[src/rtl/expr_stim_driver_if.sv]
// Operand/result handshake between the stimulus driver and one expression block.
// The master drives operands; the slave returns the packed 90-bit result.
interface expr_stim_driver_if;
  logic        [3:0]  a0;
  logic        [4:0]  a1;
  logic        [5:0]  a2;
  logic signed [3:0]  a3;
  logic signed [4:0]  a4;
  logic signed [5:0]  a5;
  logic        [3:0]  b0;
  logic        [4:0]  b1;
  logic        [5:0]  b2;
  logic signed [3:0]  b3;
  logic signed [4:0]  b4;
  logic signed [5:0]  b5;
  logic               op_valid;
  logic               op_ready;
  logic        [89:0] y;
  logic               y_valid;

  modport master (
    output a0, a1, a2, a3, a4, a5, b0, b1, b2, b3, b4, b5, op_valid,
    input  op_ready, y, y_valid
  );

  modport slave (
    input  a0, a1, a2, a3, a4, a5, b0, b1, b2, b3, b4, b5, op_valid,
    output op_ready, y, y_valid
  );
endinterface

[src/rtl/expr_stim_driver.sv]
// LFSR operand generator and MISR result compressor wrapped around one
// expression-under-test block; a run produces one 32-bit signature.
//
// state | meaning
// IDLE  | after reset, waiting for start
// ISSUE | operands presented, waiting for op_ready
// WAIT  | operands accepted, waiting for y_valid (bounded by TIMEOUT)
// DONE  | run finished or timed out; start begins a new run
module expr_stim_driver #(
  parameter logic [59:0] SEED        = 60'h0_0000_0000_0000_001,
  parameter int          NUM_VECTORS = 256,
  parameter int          TIMEOUT     = 64
) (
  input  logic                clk,
  input  logic                rst,
  input  logic                start,
  expr_stim_driver_if.master  bus,
  output logic                busy,
  output logic                done,
  output logic [31:0]         signature,
  output logic [15:0]         vec_count,
  output logic                const_err,
  output logic                stray_err,
  output logic                timeout_err
);

  localparam logic [59:0] SEED_EFF = (SEED == 60'd0) ? 60'd1 : SEED;
  localparam logic [15:0] NUM_VEC  = 16'(NUM_VECTORS);
  localparam logic [15:0] TO_LOAD  = 16'(TIMEOUT - 1);
  localparam logic [31:0] POLY     = 32'h04C1_1DB7;

  typedef enum logic [1:0] {ST_IDLE, ST_ISSUE, ST_WAIT, ST_DONE} state_t;

  state_t      state, state_nxt;
  logic [59:0] lfsr;
  logic [15:0] wait_cnt;
  logic        launch, handshake, capture, tmo_hit, stray;
  logic [15:0] vec_nxt;
  logic [31:0] fold;
  logic [31:0] sig_nxt;

  assign {bus.a0, bus.a1, bus.a2, bus.a3, bus.a4, bus.a5,
          bus.b0, bus.b1, bus.b2, bus.b3, bus.b4, bus.b5} = lfsr;

  assign vec_nxt = vec_count + 16'd1;
  assign fold    = bus.y[31:0] ^ bus.y[63:32] ^ {6'b0, bus.y[89:64]};
  assign sig_nxt = {signature[30:0], 1'b0} ^ (signature[31] ? POLY : 32'h0) ^ fold;
  assign stray   = bus.y_valid && (state != ST_WAIT);

  always_comb begin
    state_nxt    = state;
    launch       = 1'b0;
    handshake    = 1'b0;
    capture      = 1'b0;
    tmo_hit      = 1'b0;
    bus.op_valid = 1'b0;
    busy         = 1'b0;
    done         = 1'b0;
    case (state)
      ST_IDLE: begin
        if (start) begin
          launch    = 1'b1;
          state_nxt = ST_ISSUE;
        end
      end
      ST_ISSUE: begin
        bus.op_valid = 1'b1;
        busy         = 1'b1;
        if (bus.op_ready) begin
          handshake = 1'b1;
          state_nxt = ST_WAIT;
        end
      end
      ST_WAIT: begin
        busy = 1'b1;
        if (bus.y_valid) begin
          capture   = 1'b1;
          state_nxt = (vec_nxt == NUM_VEC) ? ST_DONE : ST_ISSUE;
        end else if (wait_cnt == 16'd0) begin
          tmo_hit   = 1'b1;
          state_nxt = ST_DONE;
        end
      end
      ST_DONE: begin
        done = 1'b1;
        if (start) begin
          launch    = 1'b1;
          state_nxt = ST_ISSUE;
        end
      end
      default: state_nxt = ST_IDLE;
    endcase
  end

  always_ff @(posedge clk) begin
    if (rst) begin
      state       <= ST_IDLE;
      lfsr        <= SEED_EFF;
      wait_cnt    <= 16'd0;
      signature   <= 32'hFFFF_FFFF;
      vec_count   <= 16'd0;
      const_err   <= 1'b0;
      stray_err   <= 1'b0;
      timeout_err <= 1'b0;
    end else begin
      state <= state_nxt;
      if (launch) begin
        lfsr        <= SEED_EFF;
        signature   <= 32'hFFFF_FFFF;
        vec_count   <= 16'd0;
        const_err   <= 1'b0;
        stray_err   <= 1'b0;
        timeout_err <= 1'b0;
      end
      if (handshake) begin
        lfsr     <= {lfsr[58:0], lfsr[59] ^ lfsr[58]};
        wait_cnt <= TO_LOAD;
      end
      if (capture) begin
        signature <= sig_nxt;
        vec_count <= vec_nxt;
        if ((bus.y[44:41] != 4'h7) || (bus.y[5:0] != 6'h02))
          const_err <= 1'b1;
      end else if (state == ST_WAIT && wait_cnt != 16'd0) begin
        wait_cnt <= wait_cnt - 16'd1;
      end
      if (tmo_hit)
        timeout_err <= 1'b1;
      // placed after launch so a stray result coinciding with start still sticks
      if (stray)
        stray_err <= 1'b1;
    end
  end

endmodule

[src/flat_wrapper.sv]
// flat-port wrapper written by rule: the top's interface ports become plain ports
module expr_stim_driver_flat 
#(
  parameter logic [59:0] SEED        = 60'h0_0000_0000_0000_001,
  parameter int          NUM_VECTORS = 256,
  parameter int          TIMEOUT     = 64
)
  (clk, rst, start, busy, done, signature, vec_count, const_err, stray_err, timeout_err, bus_a0, bus_a1, bus_a2, bus_a3, bus_a4, bus_a5, bus_b0, bus_b1, bus_b2, bus_b3, bus_b4, bus_b5, bus_op_valid, bus_op_ready, bus_y, bus_y_valid);
  expr_stim_driver_if bus_i ();
  input  logic clk;
  input  logic rst;
  input  logic start;
  output logic busy;
  output logic done;
  output logic [31:0] signature;
  output logic [15:0] vec_count;
  output logic const_err;
  output logic stray_err;
  output logic timeout_err;
  output wire logic [$bits(bus_i.a0)-1:0] bus_a0;
  output wire logic [$bits(bus_i.a1)-1:0] bus_a1;
  output wire logic [$bits(bus_i.a2)-1:0] bus_a2;
  output wire logic [$bits(bus_i.a3)-1:0] bus_a3;
  output wire logic [$bits(bus_i.a4)-1:0] bus_a4;
  output wire logic [$bits(bus_i.a5)-1:0] bus_a5;
  output wire logic [$bits(bus_i.b0)-1:0] bus_b0;
  output wire logic [$bits(bus_i.b1)-1:0] bus_b1;
  output wire logic [$bits(bus_i.b2)-1:0] bus_b2;
  output wire logic [$bits(bus_i.b3)-1:0] bus_b3;
  output wire logic [$bits(bus_i.b4)-1:0] bus_b4;
  output wire logic [$bits(bus_i.b5)-1:0] bus_b5;
  output wire logic [$bits(bus_i.op_valid)-1:0] bus_op_valid;
  input wire logic [$bits(bus_i.op_ready)-1:0] bus_op_ready;
  input wire logic [$bits(bus_i.y)-1:0] bus_y;
  input wire logic [$bits(bus_i.y_valid)-1:0] bus_y_valid;
  assign bus_a0 = bus_i.a0;
  assign bus_a1 = bus_i.a1;
  assign bus_a2 = bus_i.a2;
  assign bus_a3 = bus_i.a3;
  assign bus_a4 = bus_i.a4;
  assign bus_a5 = bus_i.a5;
  assign bus_b0 = bus_i.b0;
  assign bus_b1 = bus_i.b1;
  assign bus_b2 = bus_i.b2;
  assign bus_b3 = bus_i.b3;
  assign bus_b4 = bus_i.b4;
  assign bus_b5 = bus_i.b5;
  assign bus_op_valid = bus_i.op_valid;
  assign bus_i.op_ready = bus_op_ready;
  assign bus_i.y = bus_y;
  assign bus_i.y_valid = bus_y_valid;
  expr_stim_driver #(.SEED(SEED), .NUM_VECTORS(NUM_VECTORS), .TIMEOUT(TIMEOUT)) u_core (.clk(clk), .rst(rst), .start(start), .bus(bus_i), .busy(busy), .done(done), .signature(signature), .vec_count(vec_count), .const_err(const_err), .stray_err(stray_err), .timeout_err(timeout_err));
endmodule
[config.mk]
export PLATFORM = sky130hd
export DESIGN_NAME = expr_stim_driver_flat
export DESIGN_NICKNAME = d
export VERILOG_FILES = /design/src/rtl/expr_stim_driver_if.sv /design/src/rtl/expr_stim_driver.sv /design/src/flat_wrapper.sv
export SDC_FILE = /design/constraint.sdc
export NUM_CORES = 1
export LEC_CHECK = 0
export CAP_MARGIN = 20
export CELL_PAD_IN_SITES_DETAIL_PLACEMENT = 1
export CELL_PAD_IN_SITES_GLOBAL_PLACEMENT = 1
export CORE_ASPECT_RATIO = 1.4
export CORE_UTILIZATION = 33
export DETAILED_ROUTE_END_ITERATION = 8
export HOLD_SLACK_MARGIN = 0.06
export PLACE_DENSITY_LB_ADDON = 0.1
export SYNTH_ARGS = -nofsm -noshare
export SYNTH_HDL_FRONTEND = slang
export SYNTH_SLANG_ARGS = --single-unit
[constraint.sdc]
create_clock -name clk -period 3 [get_ports clk]
set_clock_uncertainty 0.1 [all_clocks]
set_input_delay 0.3 -clock clk [delete_from_list [all_inputs] [get_ports clk]]
set_output_delay 0.3 -clock clk [all_outputs]
set_load 0.01 [all_outputs]
==> Yosys cells after proc, flatten, opt, wreduce, memory -nomap -nowiden <==
Index checks and enable logic that the tools add are counted.
{ "word_totals": {"input_bits": 95, "output_inout_bits": 114, "regBits": 129} }
{ "classes": {"n_bitwise": 5, "n_reduce_logical": 13, "eq_ne": 10, "mux": 34, "add_sub_neg": 2} }
{ "ops": {"columns": ["cell", "count"], "rows": [
  ["two-way mux 60 bit", 2],
  ["XOR 32 bit", 3],
  ["two-way mux 16 bit", 5],
  ["two-way mux 32 bit", 2],
  ["XOR 32 x 26 -> 32 bit", 1],
  ["two-way mux 27 bit", 1],
  ["two-way mux 1 bit", 18],
  ["adder 16 x 1 -> 16 bit (second input constant)", 1],
  ["equality test 16 x 9 -> 1 bit (second input constant)", 1],
  ["zero test 16 bit", 1],
  ["nonzero test 16 bit", 1],
  ["subtractor 16 x 1 -> 16 bit (second input constant)", 1],
  ["two-way mux 2 bit", 5],
  ["nonzero test 2 bit", 4],
  ["inequality test 6 x 2 -> 1 bit (second input constant)", 1],
  ["one-hot mux 2 bit (3 select lines)", 1],
  ["equality test 2 bit (second input constant)", 2],
  ["inequality test 2 bit (second input constant)", 2],
  ["inequality test 4 x 3 -> 1 bit (second input constant)", 1],
  ["OR reduction 2 bit", 2],
  ["inequality test 3 x 2 -> 1 bit (second input constant)", 1],
  ["AND reduction 3 bit", 1],
  ["equality test 2 x 1 -> 1 bit (second input constant)", 1],
  ["logical AND 1 bit", 2],
  ["4 further kinds", 4]
]} }

==> Longest topological paths before layout <==
Gate-level depths: netlist of the first run.
{ "depth": {"depth_word": 6, "ltp_mapped": 10, "mapped_depth_nobuf": 8} }

==> Worst setup path after synthesis of the first run <==
OpenSTA, ideal clock, no wires.
{ "synth_timing": {"path_kind": "reg2reg", "from": "reg u_core.wait_cnt[0]", "to": "reg u_core.state[1]", "path_buffers": 1, "path_slack_ns": 0.503, "t_arrival_ns": 2.281, "stages_incl_launch_ff": 10, "setup_ns": 0.116, "path_cell_list": "dfxtp_1 inv_1 ha_1 or4b_1 or4_1 buf_2 a21oi_1 mux2i_1 nor2_1 a41o_1"} }
{ "synth_via": {"elab_chain_cells": 3} }
{ "synth_rtl": {"columns": ["item", "line", "text"], "rows": [
  ["start: declaration", "expr_stim_driver.sv:36", "logic [15:0] wait_cnt;"],
  ["start signal: assignment", "expr_stim_driver.sv:125", "wait_cnt <= wait_cnt - 16'd1;"],
  ["zero test 16 bit", "expr_stim_driver.sv:79", "end else if (wait_cnt == 16'd0) begin"],
  ["inequality test 3 x 2 -> 1 bit (no line)", null, null],
  ["AND reduction 3 bit (no line)", null, null],
  ["end signal: assignment", "expr_stim_driver.sv:106", "state <= state_nxt;"],
  ["end: declaration", "expr_stim_driver.sv:34", "state_t state, state_nxt;"]
]} }
Every way passes these cells.
A chain may end at the register's enable or synchronous reset.

==> Worst setup path in the final report of the first run <==
{ "layout_timing": {"from": "reg u_core.wait_cnt[0]", "to": "reg u_core.wait_cnt[9]"} }
{ "layout_via": {"elab_chain_cells": 4} }
{ "layout_rtl": {"columns": ["item", "line", "text"], "rows": [
  ["branches (longest 2 deep; another with subtractor 16 x 1 -> 16 bit)", null, null],
  ["two-way mux 16 bit *", "expr_stim_driver.sv:124", "end else if (state == ST_WAIT && wait_cnt != 16'd0) begin"],
  ["two-way mux 16 bit *", "expr_stim_driver.sv:119", "if (capture) begin"]
]} }
Every way passes the cells marked *.

==> results of run 1 <==
==> cell usage after synthesis, types with 2 or more instances <==
library cell  instances
or3_1                 8
dfxtp_1             129
clkbuf_1             39
a211o_1               3
nor2b_1               2
o31ai_1               2
and3_1                3
xnor2_1              94
xor2_1               18
a22oi_1              66
a21oi_1              19
nand2_1              16
a311oi_1              5
nand3_1               5
nor3_1               12
nor3b_1               2
nor4_1                7
and2_1                3
ha_1                  8
a211oi_1              6
o22ai_1              34
or4_1                 4
or4b_2                2
o21ai_0              18
inv_1                10
nor2_1              101
nand2b_1             33
a21o_1                4
buf_2                 2
a31oi_1               4
nor4b_1               2
nand4_1               3
buf_1                 3
==> cells by family (layout without fill, tap and decap cells) <==
group,count (synthesis),count (layout),share of synthesized area [%]
muxes,2,2,0.349
DFF,129,129,42.4
xor gates and xnor gates,112,112,16.1
and+or+nand+nor,209,209,17.1
buffers and inverters,55,262,3.55
adders and majority gates,8,8,1.64
AOI/OAI and AO/OA,169,169,18.9
==> routing by layer <==
metal | vias up | wire length [um]
met5 | - | 13
met4 | 2 | 312
met3 | 20 | 1630
met2 | 177 | 9060
met1 | 2751 | 7790
li1 | 2806 | -
==> power breakdown <==
| part | internal [W] | switching (W) |
|---|---|---|
| Combinational | 0.000708 | 0.000958 |
| Sequential | 0.00182 | 0.000109 |
| Clock | 0.00128 | 0.000846 |
==> final cells by class <==
cell class	instances	share of cell area [%]
timing repair buffer	220	24.2
tap	240	3.33
sequential	129	28.6
inverter	10	0.416
clock buffer	18	4.87
multi-input combinational	500	36.7
clock inverter	14	1.89
==> registers in the layout (all words and copies together), names as in the netlist <==
signal and flops:
u_core.vec_count 16, u_core.stray_err 1, u_core.wait_cnt 16, u_core.const_err 1
u_core.signature 32, u_core.lfsr 60, u_core.state 2, u_core.timeout_err 1
==> worst paths after layout <==
path,from,end,slack [ns],cells past startpoint
max,u_core.wait_cnt[0]$_SDFF_PP0_,u_core.wait_cnt[9]$_SDFF_PP0_,0.23,8
min,rst,u_core.signature[13]$_SDFFE_PP1P_,0.11,2
max reg2reg,u_core.wait_cnt[0]$_SDFF_PP0_,u_core.wait_cnt[9]$_SDFF_PP0_,0.23,8
min reg2reg,u_core.const_err$_SDFF_PP0_,u_core.const_err$_SDFF_PP0_,0.37,2
==> per-stage QoR <==
stage | cells | worst slack, ns | power, W | instance area [sq um] | util (%)
2_1_floorplan | 684 | 0.503 | 0.00301 | 6100 | -
3_3_place_gp | 1099 | 0.344 | 0.00357 | 8410 | 46.8
3_5_place_dp | 1099 | 0.206 | 0.00363 | 8410 | 46.8
4_1_cts | 1131 | 0.204 | 0.00580 | 9020 | 50.1
5_1_grt | 1131 | 0.0325 | 0.00605 | 9020 | 50.1
6_report | 1131 | 0.227 | 0.00572 | 9020 | 50.1
==> cell usage in the layout, fill, tap and decap left out, types with 3 or more instances in the layout <==
cell type        netlist  final
a31oi_1                4      4
xor2_1                18     18
a22oi_1               66     66
nand2b_1              33     33
o21ai_0               18     18
a211oi_1               6      6
ha_1                   8      8
inv_1                 10     10
or3_1                  8      8
nand3_1                5      5
a21o_1                 4      4
dfxtp_1              129    129
inv_6                  0      6
a311oi_1               5      5
a21oi_1               19     18
clkbuf_16              0     17
clkdlybuf4s50_1        0    207
and3_1                 3      3
xnor2_1               94     94
nand2_1               16     15
nor2_1               101    101
a211o_1                3      3
nor4_1                 7      7
o22ai_1               34     34
nand4_1                3      3
or4_1                  4      4
buf_4                  0     12
inv_8                  0      3
nor3_1                12     12
==> results.py, run 1 <==
metrics = {
    "clock_tree": {
        "cts_buffer_depth": 2,
        "ctsResizeCount": 0,
        "post-cts-setup-buffer-count": 0,
        "clk_pin_slew_ns": 0.06,
        "clock_sinks": 129,
        "clk-insertion-delay-late_ns": 0.41,
        "cts_root_buf": "clkbuf_16",
        "cts_buffers": 17,
        "cts_hold_buf": 0,
        "htreeDepth": 4,
        "cts_tree": "done",
    },
    "global_routing": {
        "grt_use_met1_pct": 22.3,
        "grt_use_total_pct": 20.1,
        "antenna_found_initial": 1,
        "grt_start_max_net_pins": 70,
        "busiest_layer": "met2",
        "grt_pass1_vias": 6027,
        "met3_usage_pct": 7.59,
        "grt_use_met2_pct": 34.6,
        "grt_pass1_wl_um": 30100,
        "overflow": 0,
    },
    "critical_path": {
        "required_ns": 3.20,
        "crit_buf_inv": 1,
        "crit_path_frequent_cell": "a21o_1",
        "path_cells": "inv_1 > ha_1 > or4b_1 > or4_1 > nand2_1 > a21o_1 > nor3b_1 > a21o_1",
        "crit_arrival_ns": 2.98,
        "critPathSlowestCell": "or4_1",
        "setup.worst_path.class": "flop to flop",
        "endpoint_kind": "flop",
        "crit_family": "simple AND/OR/NAND/NOR gates",
        "slowest_delay_ns": 0.64,
        "worst_setup_path_start_kind": "flop",
        "crit_fanout": 11,
    },
    "timing": {
        "max_slew_margin_pct": 52.9,
        "setup_tns_ns": 0,
        "finalHoldViolCount": 0,
        "min_period_ns": 2.77,
        "worst_pin_slew_ns": 0.707,
        "fin_crit_sh_pct": 92.4,
        "drv_slew": 0,
        "rsz0062_at_grt": "no",
        "fin_hold_ws_ns": 0.106,
        "finalSetupViolations": 0,
        "max_freq_mhz": 361,
    },
    "finish": {
        "drive_gt1_share_pct": 6.17,
        "seqCellArea_sq_mm": 0.00258,
        "syn_to_final_growth_pct": 48.0,
        "finish.net_count": 981,
        "multi_input_area_sq_mm": 0.00331,
        "diodes": 0,
        "fill_cells": 2084,
    },
    "floorplan": {
        "chipHeight_um": 163,
        "dieArea_sq_mm": 0.0190,
        "start_util_pct": 33.9,
        "rows": 58,
        "coreArea_sq_mm": 0.0180,
        "die_w_um": 117,
        "pin_count": 209,
    },
    "power": {
        "p_per_area_mw_per_mm2": 634,
        "peakVddDrop_mv": 0.353,
        "p_leak_nw": 3.12,
    },
    "job": {
        "drv_cap": 0,
    },
    "worst_hold_path": {
        "holdCritPathClass": "primary input to flop",
    },
    "routing": {
        "dr.first_iter.drc_count": 212,
        "dr.pass1.iters": 4,
        "avgViaCountPerCell": 5.09,
        "wl_um": 18800,
        "vias": 5756,
        "drc": 0,
        "post_drt_wl_per_cell_um": 16.6,
        "antenna_left": 0,
    },
    "logic_synthesis": {
        "yosys-top-cells-area": "dfxtp_1 (42%), xnor2_1 (14%), a22oi_1 (8.1%)",
        "synth_cell_type_count": 50,
        "syn_area_per_cell_sq_um": 8.91,
        "synth_seq_area_share_pct": 42.4,
        "syn-cell-area_sq_mm": 0.00610,
        "synthFlopType": "dfxtp_1",
        "yosys.area.top_type": "dfxtp_1",
        "synth_fp_nets": 787,
        "synth_edf_count": 0,
        "async_flop_share_pct": 0,
        "syn_inst": 684,
        "yosys_warnings": 0,
        "synth.top_cell.area_share_pct": 42.4,
        "synth-seq-cells": 129,
    },
    "placed_design": {
        "numPortBuffers": 208,
        "hpwl_um": 13400,
        "gp_congestion": 0.761,
    },
    "outcome": {
        "status": "finished clean",
    },
}
Note: power is estimated with default switching activity, not from simulation.
==> run 2, diff against run 1 <==
--- a/config.mk
+++ b/config.mk
@@ -5,6 +5,7 @@
 export SDC_FILE = /design/constraint.sdc
 export NUM_CORES = 1
 export LEC_CHECK = 0
+export ABC_AREA = 1
 export CAP_MARGIN = 20
 export CELL_PAD_IN_SITES_DETAIL_PLACEMENT = 1
 export CELL_PAD_IN_SITES_GLOBAL_PLACEMENT = 1
==> results.py, run 2 <==
metrics = {
    "timing": {
        "fin_crit_sh_pct": 80.3,
        "setup_tns_ns": 0,
        "finalHoldViolCount": 0,
        "finalSetupViolations": 0,
        "fin_ws_ns": 0.591,
        "max_freq_mhz": 415,
        "max_slew_margin_pct": 36.3,
        "min_period_ns": 2.41,
        "fin_hold_ws_ns": 0.324,
        "drv_slew": 0,
        "worst_pin_slew_ns": 0.955,
        "rsz0062_at_grt": "no",
    },
    "global_routing": {
        "grt_start_max_net_pins": 86,
        "grt_use_met2_pct": 37.0,
        "grt_use_met1_pct": 23.1,
        "met3_usage_pct": 6.47,
        "grt_pass1_wl_um": 32700,
        "grt_use_total_pct": 20.6,
        "antenna_found_initial": 0,
        "grt_pass1_vias": 6478,
        "overflow": 0,
        "busiest_layer": "met2",
    },
    "routing": {
        "vias": 6317,
        "post_drt_wl_per_cell_um": 15.6,
        "dr.pass1.iters": 4,
        "avgViaCountPerCell": 4.86,
        "dr.first_iter.drc_count": 249,
        "wl_um": 20200,
        "drc": 0,
        "antenna_left": 0,
    },
    "worst_hold_path": {
        "whs_endpoint": "u_core.lfsr[0]$_SDFFE_PP1P_",
        "holdCritPathClass": "primary input to flop",
        "hold_path_depth": 4,
        "hold_start": "rst",
    },
    "power": {
        "pwr-share-comb_pct": 38.2,
        "peakVddDrop_mv": 0.349,
        "switchingPower_w": 0.00257,
        "internal-power_w": 0.00420,
        "p_per_area_mw_per_mm2": 736,
        "p_sw_share_pct": 38.0,
        "seqPwrFrac_pct": 31.8,
        "p_leak_nw": 3.42,
        "pwr-share-clk_pct": 30.0,
    },
    "clock_tree": {
        "cts_hold_buf": 0,
        "htreeDepth": 4,
        "ctsResizeCount": 0,
        "cts_root_buf": "clkbuf_16",
        "cts_buffer_depth": 2,
        "clk_pin_slew_ns": 0.07,
        "post-cts-setup-buffer-count": 0,
        "cts_buffers": 17,
        "clk-insertion-delay-late_ns": 0.42,
        "clock_sinks": 129,
        "cts_tree": "done",
    },
    "critical_path": {
        "critPathSlowestCell": "clkinv_1",
        "setup.worst_path.class": "flop to flop",
        "worst_r2r_endpoint": "u_core.lfsr[41]$_SDFFE_PP0P_",
        "r2r_start": "u_core.state[0]$_SDFFE_PP0P_",
        "crit_path_frequent_cell": "nand2_1",
        "worst_setup_path_start_kind": "flop",
        "slowest_delay_ns": 0.52,
        "path_cells": "inv_1 > ha_1 > nand2_1 > nand2_1 > clkinv_1 > buf_12 > nand2_1 > a21oi_1",
        "required_ns": 3.17,
        "endpoint_kind": "flop",
        "crit_fanout": 40,
        "crit_family": "buffers and inverters",
        "crit_buf_inv": 3,
        "rr_worst_depth": 8,
        "reg2reg_slack_ns": 0.59,
        "crit_arrival_ns": 2.58,
    },
    "placed_design": {
        "preCtsSetupSlack_ns": 0.556,
        "gp_congestion": 0.767,
        "hpwl_um": 14500,
        "placed_cells_incl_taps": 1268,
        "numPortBuffers": 208,
    },
    "finish": {
        "reg.largest.list": "u_core.lfsr (60), u_core.signature (32)",
        "largest_reg_flops": 60,
        "syn_to_final_growth_pct": 45.7,
        "fill_cells": 2275,
        "drive_gt1_share_pct": 7.01,
        "final_common_cell": "nand2_1",
        "layout_common_cells": "nand2_1 (244), clkdlybuf4s50_1 (207), dfxtp_1 (129), a21oi_1 (106), xor2_1 (52)",
        "multi_input_area_sq_mm": 0.00341,
        "stdcell_count": 1300,
        "seqCellArea_sq_mm": 0.00258,
        "finish.net_count": 1146,
        "top_register": "u_core.lfsr",
        "diodes": 0,
    },
    "floorplan": {
        "start_util_pct": 33.8,
        "rows": 59,
        "dieArea_sq_mm": 0.0197,
        "coreArea_sq_mm": 0.0187,
        "pin_count": 209,
        "die_w_um": 119,
        "chipHeight_um": 166,
    },
    "logic_synthesis": {
        "yosysMostFrequentCell": "nand2_1",
        "synthTopCellsByCount": "nand2_1 (244), dfxtp_1 (129), a21oi_1 (106)",
        "yosys_warnings": 0,
        "synth_fp_nets": 948,
        "syn_area_per_cell_sq_um": 7.48,
        "async_flop_share_pct": 0,
        "synth_seq_area_share_pct": 40.9,
        "synth-seq-cells": 129,
        "syn-cell-area_sq_mm": 0.00632,
        "synthFlopType": "dfxtp_1",
        "yosys-top-cells-area": "dfxtp_1 (41%), nand2_1 (14%), a21oi_1 (8.4%)",
        "yosys.area.top_type": "dfxtp_1",
        "synth.top_cell.area_share_pct": 40.9,
        "synth_cell_type_count": 39,
        "synth_edf_count": 0,
        "syn_inst": 845,
    },
    "outcome": {
        "status": "finished clean",
    },
    "job": {
        "drv_cap": 0,
    },
}
-- run 2: cell types whose count changed in the layout (fill, tap and decap cells not counted), moves of 13 or more --
| cell | previous run | this run |
|---|---|---|
| a21oi_1 | 18 | 106 |
| nand2b_1 | 33 | 0 |
| inv_1 | 10 | 35 |
| a22oi_1 | 66 | 0 |
| o21ai_0 | 18 | 40 |
| nor2_1 | 101 | 33 |
| nand2_1 | 15 | 244 |
| xor2_1 | 18 | 52 |
| o22ai_1 | 34 | 1 |
| nand3_1 | 5 | 36 |
| xnor2_1 | 94 | 44 |
| o211ai_1 | 1 | 14 |
-- run 2: per-layer routing --
metal / share of wire, % / up-vias
li1: - / 3153
met1: 42 / 2973
met2: 50 / 171
met3: 6.6 / 20
met4: 1.2 / 0
met5: 0 / -
-- run 2: worst max-delay path by stage --
stage                                              to                          from  cells after the start  slack (ns)
floorplan           u_core.signature[12]$_SDFFE_PP1P_  u_core.state[0]$_SDFFE_PP0P_                      8        1.29
global placement    u_core.vec_count[10]$_SDFFE_PP0P_                   bus_y_valid                      9        0.63
detailed placement       u_core.lfsr[41]$_SDFFE_PP0P_  u_core.state[0]$_SDFFE_PP0P_                      8        0.56
CTS                      u_core.lfsr[32]$_SDFFE_PP0P_  u_core.state[0]$_SDFFE_PP0P_                      8        0.56
global route             u_core.lfsr[41]$_SDFFE_PP0P_  u_core.state[0]$_SDFFE_PP0P_                      8        0.34
finish                   u_core.lfsr[41]$_SDFFE_PP0P_  u_core.state[0]$_SDFFE_PP0P_                      8        0.59
-- run 2: tightest hold or removal path: stages --
cell and delay, ns:
buf_2 0.09, inv_1 0.03, buf_4 0.26, nand3_1 0.14
-- run 2: area by class of cell --
cell class / instances / share of cell area, %
multi-input cells: 635 / 37.0
flip-flops and latches: 129 / 28.0
repair buffers: 220 / 23.8
clock buffers: 17 / 4.62
well taps: 244 / 3.32
inverters: 40 / 1.63
clock inverters: 15 / 1.59
-- run 2: kinds of logic (layout without fill, tap and decap cells) --
kind of cell / after synthesis / count (layout) / share of synthesized area (%)
XOR/XNOR: 96 / 96 / 13.3
AO/OA/AOI/OAI: 177 / 177 / 15.1
adder cells (fa/ha/maj): 8 / 8 / 1.58
buffers and inverters: 81 / 292 / 5.23
AND/OR/NAND/NOR: 354 / 354 / 23.9
flip-flops: 129 / 129 / 40.9
-- run 2: through the flow --
step / area, sq um / util [%] / total power (W)
after global routing: 9210 / 49.3 / 0.00722
after CTS: 9210 / 49.3 / 0.00687
final: 9210 / 49.3 / 0.00678
after detailed placement: 8640 / 46.2 / 0.00480
after floorplan: 6320 / - / 0.00377
after global placement: 8640 / 46.2 / 0.00476
-- run 2: power groups by stage --
| stage | Clock (W) | Sequential, W | Combinational, W |
|---|---|---|---|
| 2_1_floorplan | 0 | 0.00222 | 0.00155 |
| 3_3_place_gp | 0 | 0.00219 | 0.00257 |
| 3_5_place_dp | 0 | 0.00219 | 0.00261 |
| 4_1_cts | 0.00207 | 0.00216 | 0.00263 |
| 5_1_grt | 0.00215 | 0.00219 | 0.00287 |
| 6_report | 0.00203 | 0.00216 | 0.00259 |
